File: src/rtl/ro_pair_freq_compare_pkg.sv
// Shared types and constants for the RO-PUF pair comparator: state encoding and
// the mux select type.
package ro_pair_freq_compare_pkg;

  localparam int SEL_W = 4;
  localparam int N_RO  = 16;

  typedef enum logic [1:0] {
    IDLE   = 2'd0,
    SETTLE = 2'd1,
    COUNT  = 2'd2,
    DONE   = 2'd3
  } cmp_state_t;

  typedef logic [SEL_W-1:0] ro_sel_t;

  // Response bit: bank A wins only on a strictly larger count.
  function automatic logic a_wins(input logic [31:0] cnt_a, input logic [31:0] cnt_b);
    return (cnt_a > cnt_b);
  endfunction

endpackage

File: src/rtl/ro_pair_freq_compare_ro_edge_counter.sv
// Synchronises one asynchronous RO output, detects its rising edges and counts
// them while enabled, saturating at all-ones.
module ro_edge_counter #(
  parameter int CNT_W       = 16,
  parameter int SYNC_STAGES = 2
) (
  input  logic             clk,
  input  logic             rst_n,
  input  logic             ro_i,
  input  logic             en_i,
  input  logic             clr_i,
  output logic [CNT_W-1:0] count_o
);

  localparam logic [CNT_W-1:0] CNT_ZERO = {CNT_W{1'b0}};
  localparam logic [CNT_W-1:0] CNT_MAX  = {CNT_W{1'b1}};
  localparam logic [CNT_W-1:0] CNT_ONE  = {{(CNT_W-1){1'b0}}, 1'b1};

  logic [SYNC_STAGES-1:0] sync_q;
  logic                   prev_q;
  logic [CNT_W-1:0]       cnt_q;
  logic [CNT_W-1:0]       cnt_d;
  logic                   rise_s;

  assign rise_s  = sync_q[SYNC_STAGES-1] & ~prev_q;
  assign count_o = cnt_q;

  // Next count: clear wins, otherwise increment on an edge unless already saturated.
  always_comb begin
    cnt_d = cnt_q;
    if (clr_i) begin
      cnt_d = CNT_ZERO;
    end else if (en_i && rise_s && (cnt_q != CNT_MAX)) begin
      cnt_d = cnt_q + CNT_ONE;
    end else begin
      cnt_d = cnt_q;
    end
  end

  // Synchroniser chain, edge-detect history and counter state.
  always_ff @(posedge clk or negedge rst_n) begin
    if (!rst_n) begin
      sync_q <= {SYNC_STAGES{1'b0}};
      prev_q <= 1'b0;
      cnt_q  <= CNT_ZERO;
    end else begin
      sync_q <= {sync_q[SYNC_STAGES-2:0], ro_i};
      prev_q <= sync_q[SYNC_STAGES-1];
      cnt_q  <= cnt_d;
    end
  end

endmodule

File: src/rtl/ro_pair_freq_compare.sv
// Drives the two RO mux selects from a challenge, counts both selected ROs over a
// fixed window and reports which one ran faster, plus the raw counts.
module ro_pair_freq_compare
  import ro_pair_freq_compare_pkg::*;
#(
  parameter int CNT_W       = 16,
  parameter int WINDOW      = 1024,
  parameter int SETTLE_CYC  = 4,
  parameter int SYNC_STAGES = 2
) (
  input  logic             clk,
  input  logic             rst_n,
  input  logic             start_i,
  input  ro_sel_t          challenge_a_i,
  input  ro_sel_t          challenge_b_i,
  output ro_sel_t          sel_a_o,
  output ro_sel_t          sel_b_o,
  input  logic             ro_a_i,
  input  logic             ro_b_i,
  output logic             busy_o,
  output logic             valid_o,
  output logic             response_o,
  output logic             tie_o,
  output logic [CNT_W-1:0] count_a_o,
  output logic [CNT_W-1:0] count_b_o
);

  localparam int TMR_MAX = (WINDOW > SETTLE_CYC) ? WINDOW : SETTLE_CYC;
  localparam int TMR_W   = $clog2(TMR_MAX + 1);
  localparam logic [TMR_W-1:0] TMR_ZERO  = {TMR_W{1'b0}};
  localparam logic [TMR_W-1:0] TMR_ONE   = {{(TMR_W-1){1'b0}}, 1'b1};
  localparam logic [TMR_W-1:0] SETTLE_LD = TMR_W'(SETTLE_CYC - 1);
  localparam logic [TMR_W-1:0] WINDOW_LD = TMR_W'(WINDOW - 1);

  cmp_state_t       state_q;
  logic [TMR_W-1:0] timer_q;
  ro_sel_t          sel_a_q;
  ro_sel_t          sel_b_q;
  logic             busy_q;
  logic             valid_q;
  logic             response_q;
  logic             tie_q;
  logic [CNT_W-1:0] count_a_q;
  logic [CNT_W-1:0] count_b_q;

  logic             accept_s;
  logic             count_en_s;
  logic [CNT_W-1:0] cnt_a_s;
  logic [CNT_W-1:0] cnt_b_s;

  assign accept_s   = (state_q == IDLE) && start_i;
  assign count_en_s = (state_q == COUNT);

  ro_edge_counter #(.CNT_W(CNT_W), .SYNC_STAGES(SYNC_STAGES)) u_cnt_a (
    .clk     (clk),
    .rst_n   (rst_n),
    .ro_i    (ro_a_i),
    .en_i    (count_en_s),
    .clr_i   (accept_s),
    .count_o (cnt_a_s)
  );

  ro_edge_counter #(.CNT_W(CNT_W), .SYNC_STAGES(SYNC_STAGES)) u_cnt_b (
    .clk     (clk),
    .rst_n   (rst_n),
    .ro_i    (ro_b_i),
    .en_i    (count_en_s),
    .clr_i   (accept_s),
    .count_o (cnt_b_s)
  );

  // Evaluation sequencer; the timer is reloaded on entry to each timed state.
  always_ff @(posedge clk or negedge rst_n) begin
    if (!rst_n) begin
      state_q    <= IDLE;
      timer_q    <= TMR_ZERO;
      sel_a_q    <= {SEL_W{1'b0}};
      sel_b_q    <= {SEL_W{1'b0}};
      busy_q     <= 1'b0;
      valid_q    <= 1'b0;
      response_q <= 1'b0;
      tie_q      <= 1'b0;
      count_a_q  <= {CNT_W{1'b0}};
      count_b_q  <= {CNT_W{1'b0}};
    end else begin
      valid_q <= 1'b0;
      case (state_q)
        IDLE: begin
          if (start_i) begin
            sel_a_q <= challenge_a_i;
            sel_b_q <= challenge_b_i;
            timer_q <= SETTLE_LD;
            busy_q  <= 1'b1;
            state_q <= SETTLE;
          end else begin
            state_q <= IDLE;
          end
        end
        SETTLE: begin
          if (timer_q == TMR_ZERO) begin
            timer_q <= WINDOW_LD;
            state_q <= COUNT;
          end else begin
            timer_q <= timer_q - TMR_ONE;
          end
        end
        COUNT: begin
          if (timer_q == TMR_ZERO) begin
            state_q <= DONE;
          end else begin
            timer_q <= timer_q - TMR_ONE;
          end
        end
        DONE: begin
          // Counters are frozen here, so the final counts are captured with valid.
          state_q    <= IDLE;
          busy_q     <= 1'b0;
          valid_q    <= 1'b1;
          response_q <= a_wins(32'(cnt_a_s), 32'(cnt_b_s));
          tie_q      <= (cnt_a_s == cnt_b_s);
          count_a_q  <= cnt_a_s;
          count_b_q  <= cnt_b_s;
        end
        default: begin
          state_q <= IDLE;
          busy_q  <= 1'b0;
        end
      endcase
    end
  end

  assign sel_a_o    = sel_a_q;
  assign sel_b_o    = sel_b_q;
  assign busy_o     = busy_q;
  assign valid_o    = valid_q;
  assign response_o = response_q;
  assign tie_o      = tie_q;
  assign count_a_o  = count_a_q;
  assign count_b_o  = count_b_q;

endmodule

File: config.mk
export PLATFORM = sky130hd
export DESIGN_NAME = ro_pair_freq_compare
export DESIGN_NICKNAME = d
export VERILOG_FILES = /design/src/rtl/ro_pair_freq_compare_pkg.sv /design/src/rtl/ro_pair_freq_compare_ro_edge_counter.sv /design/src/rtl/ro_pair_freq_compare.sv
export SDC_FILE = /design/constraint.sdc
export NUM_CORES = 1
export LEC_CHECK = 0
export CORE_ASPECT_RATIO = 0.7
export CORE_MARGIN = 10
export CORE_UTILIZATION = 48
export DETAILED_ROUTE_END_ITERATION = 8
export PLACE_DENSITY = 0.83
export SYNTH_ARGS = -nofsm -noshare
export SYNTH_HDL_FRONTEND = slang
export SYNTH_SLANG_ARGS = --single-unit
File: constraint.sdc
create_clock -name clk -period 1.9 [get_ports clk]
set_input_delay 0.38 -clock clk [delete_from_list [all_inputs] [get_ports clk]]
set_output_delay 0.38 -clock clk [all_outputs]
set_load 0.1 [all_outputs]
==> run metrics <==
netlist area before placement about 4700 µm²; share of cells above drive strength 1 0.324; routed wire length per instance between 15 and 20 µm; Post-Synthesis Cells roughly 450; vias post-DR 4074; count of pins on the block boundary 57; arrival time reported for the critical path endpoint 2370 ps; worst ir drop on vdd roughly 0.00043 V; number of antenna violations at the first check in global routing 0; Detail Placement HPWL 8.80 mm; # setup viols final 12; warnings from Yosys 0; Max transition margin 0.734; core region area 9650 µm²; synthesis-to-finish area growth 40.5%; kind of critical path reg2reg; least setup slack across all paths after layout -234 ps; sequential element share of the synthesized area 0.503; TritonCTS clock tree yes; clock root buffer clkbuf_16; hold slack final 351 ps; Placement Rows 30; IO Port Bufs 56; slack of the worst reg-to-reg path -230 ps; Area contributors post-synth dfrtp_1 50%, mux2_2 7.6%, ha_1 6.4%; standard cell with the maximum stage delay on the critical path dfrtp_1; most used cells in the layout excluding fill and tap cells 92 x dfrtp_1, 52 x buf_4, 46 x nand2_1; violations in the final reports setup timing; distinct cell type count after synthesis 54; starting utilization of the core area 0.490; cell type with the highest aggregate area in the netlist dfrtp_1; instance count along the most critical hold path 0; Critical Path Fanout Max 7; total wire length after detailed routing roughly 13 mm; overall die area 14300 µm²; Post-layout nets between 500 and 600; Final Hold Violating Endpoints 0; maximum clock rate 0.469 GHz; worst reg2reg endpoint timer_q[8]$_DFFE_PN0P_; capture endpoint of the worst hold path u_cnt_b.sync_q[1]$_DFF_PN0_; Max Slew Vio Count 0; Net Count, Synth 488; # DRC 0; first-pass GRT wire length slightly above 20 mm; DR pass1 iterations 5; outcome complete, but fails checks; most common cell after layout, fill and taps aside dfrtp_1; height of the die about 100 µm; origin of the worst min-delay path u_cnt_b.sync_q[0]$_DFF_PN0_; most used flip-flop cell after synthesis dfrtp_1; clock-pin slew of the registers on the worst-case setup and hold paths about 70 ps; setup tns final -2150 ps; area share of the largest cell type after synthesis 0.503; post-synthesis async set-or-reset flop share 1.00; final standard cell count with taps included and fillers excluded slightly below 700; leakage power summed over all cells a little over 3 nW; latest clock arrival within the worst-skew pair between 300 and 400 ps; cell area after layout about 6600 µm²; Hold/Removal Path Class reg2reg; Max Root-Sink Buffers 2; CTS Buf Count 9; Worst Skew 5.76 ps; antenna diode count 0; category of cells accounting for the largest share of critical-path delay simple AND/OR/NAND/NOR gates; count of buffering cells on the critical path with inverters included 2; DP Area approximately 6100 µm²; count of maximum capacitance violations 0; mean post-synth cell area around 10 µm²; largest net degree at the start of global routing 53; total number of H-tree levels 3; minimum period implied by the final worst setup slack 2130 ps; R2R cell count 8; total of flip-flops plus latches after synthesis 95; width of the die about 140 µm; sinks on the clock net 95; vias in the first global route 4031; Critical Path RT 2140 ps; worst path cell trace inv_2, ha_4, or3b_4, nor3_4, a221o_1, clkbuf_16, nor2_2, o22a_1; number of nets still failing antenna checks after routing 0; final weighted congestion of routability-driven global placement a little over 0.9; crit share post-route 1.12; startpoint type of the worst setup path register; Worst Tran Pin Value about 400 ps; overall overflow remaining after global route 0; Power Density a little under 600 nW/µm²; sort of element at the end of the critical path register; drt first-iter violations 424; total global routing track utilization 0.173; largest stage delay on the critical path between 400 and 500 ps; startpoint of the most critical register-to-register path timer_q[0]$_DFFE_PN0P_; RSZ-0062 raised after global routing true; via/cell ratio 5.90; placed instance count between 600 and 700; number of enable flip-flop cells after synthesis 0
-- what timing repair did --
| item | in CTS | in global routing |
|---|---|---|
| hold buffers | 1 | 0 |
| buffers inserted | 4 | 2 |
| pin swaps | 2 | 14 |
| gates resized for setup | 3 | 34 |
| cloned | 0 | 1 |
| setup endpoints to repair | 12 | 20 |
| hold endpoints to repair | 16 | 0 |
-- flip-flops by register name, indices dropped and copies added (netlist names), 2 cells and up --
signal           flops
sel_b_o              4
timer_q             11
u_cnt_a.count_o     16
u_cnt_b.count_o     16
count_b_o           16
sel_a_o              4
u_cnt_b.sync_q       2
state_q              2
u_cnt_a.sync_q       2
count_a_o           16
-- report_power, final --
| group | switching [W] | internal (W) |
|---|---|---|
| combinational | 0.0000459 | 0.0000320 |
| clock | 0.000764 | 0.00102 |
| sequential | 0.00000320 | 0.00203 |
| total | 0.000814 | 0.00308 |
-- Yosys cell counts, types with 2 or more instances --
library cell / number
inv_1: 26
nand4_1: 6
and3_1: 5
or4_1: 2
nand3b_1: 4
nor4_1: 9
o2111ai_1: 2
or3b_2: 2
a21oi_1: 27
clkbuf_1: 8
a21boi_0: 3
and4_1: 3
a211oi_1: 6
or3_1: 6
buf_1: 3
o21ai_1: 2
nand2b_1: 2
mux2_2: 32
nor4b_1: 2
a31o_2: 2
nand2_1: 48
o21ai_0: 14
nor2b_1: 2
nand3_1: 16
ha_1: 24
xnor2_1: 18
a31oi_1: 3
nor3_1: 10
o22a_1: 6
nor2_1: 35
xor2_1: 4
mux2i_1: 2
o31ai_1: 2
dfrtp_1: 95
-- area by class of cell --
type                       instances  area (µm²)
timing repair buffer             109        1380
multi-input combinational        316        2330
inverter                          26        97.6
tap                              128         160
clock inverter                     6        61.3
clock buffer                      10         229
sequential                        95        2380
fill                             595        3010
-- per-stage QoR --
| stage | power, W | setup slack, ps | utilization |
|---|---|---|---|
| global placement | 0.00215 | 19.7 | 0.635 |
| global route | 0.00401 | -304 | 0.688 |
| detailed placement | 0.00215 | -73.8 | 0.635 |
| finish | 0.00389 | -234 | 0.688 |
| CTS | 0.00391 | -119 | 0.670 |
| floorplan | 0.00207 | 11.5 | - |
-- how the worst max path moves through the flow --
stage,startpoint,end,slack (ps),cells past startpoint
final,timer_q[0]$_DFFE_PN0P_,timer_q[8]$_DFFE_PN0P_,-230,8
after CTS,timer_q[0]$_DFFE_PN0P_,timer_q[3]$_DFFE_PN0P_,-120,8
after global routing,timer_q[1]$_DFFE_PN0P_,timer_q[8]$_DFFE_PN0P_,-300,8
after detailed placement,timer_q[0]$_DFFE_PN0P_,timer_q[7]$_DFFE_PN0P_,-70,8
after floorplan,timer_q[4]$_DFFE_PN0P_,timer_q[4]$_DFFE_PN0P_,10,7
after global placement,start_i,timer_q[2]$_DFFE_PN0P_,20,5
-- cells by family after synthesis --
kind of cell             count (synthesis)  synth area share
AND/OR/NAND/NOR                        159             0.172
flip-flops                              95             0.503
AO/OA/AOI/OAI                           77             0.105
buffers and inverters                   40            0.0344
multiplexers                            34            0.0805
adder cells (fa/ha/maj)                 24            0.0636
XOR/XNOR                                22            0.0408
-- per-layer routing --
layer,wire (µm),up-vias,track usage
met5,0,-,0
met2,6220,230,0.285
li1,-,1818,-
met4,361,0,0.0646
met3,1010,38,0.0492
met1,5440,1988,0.214
Power figures use the tool's default switching activity.
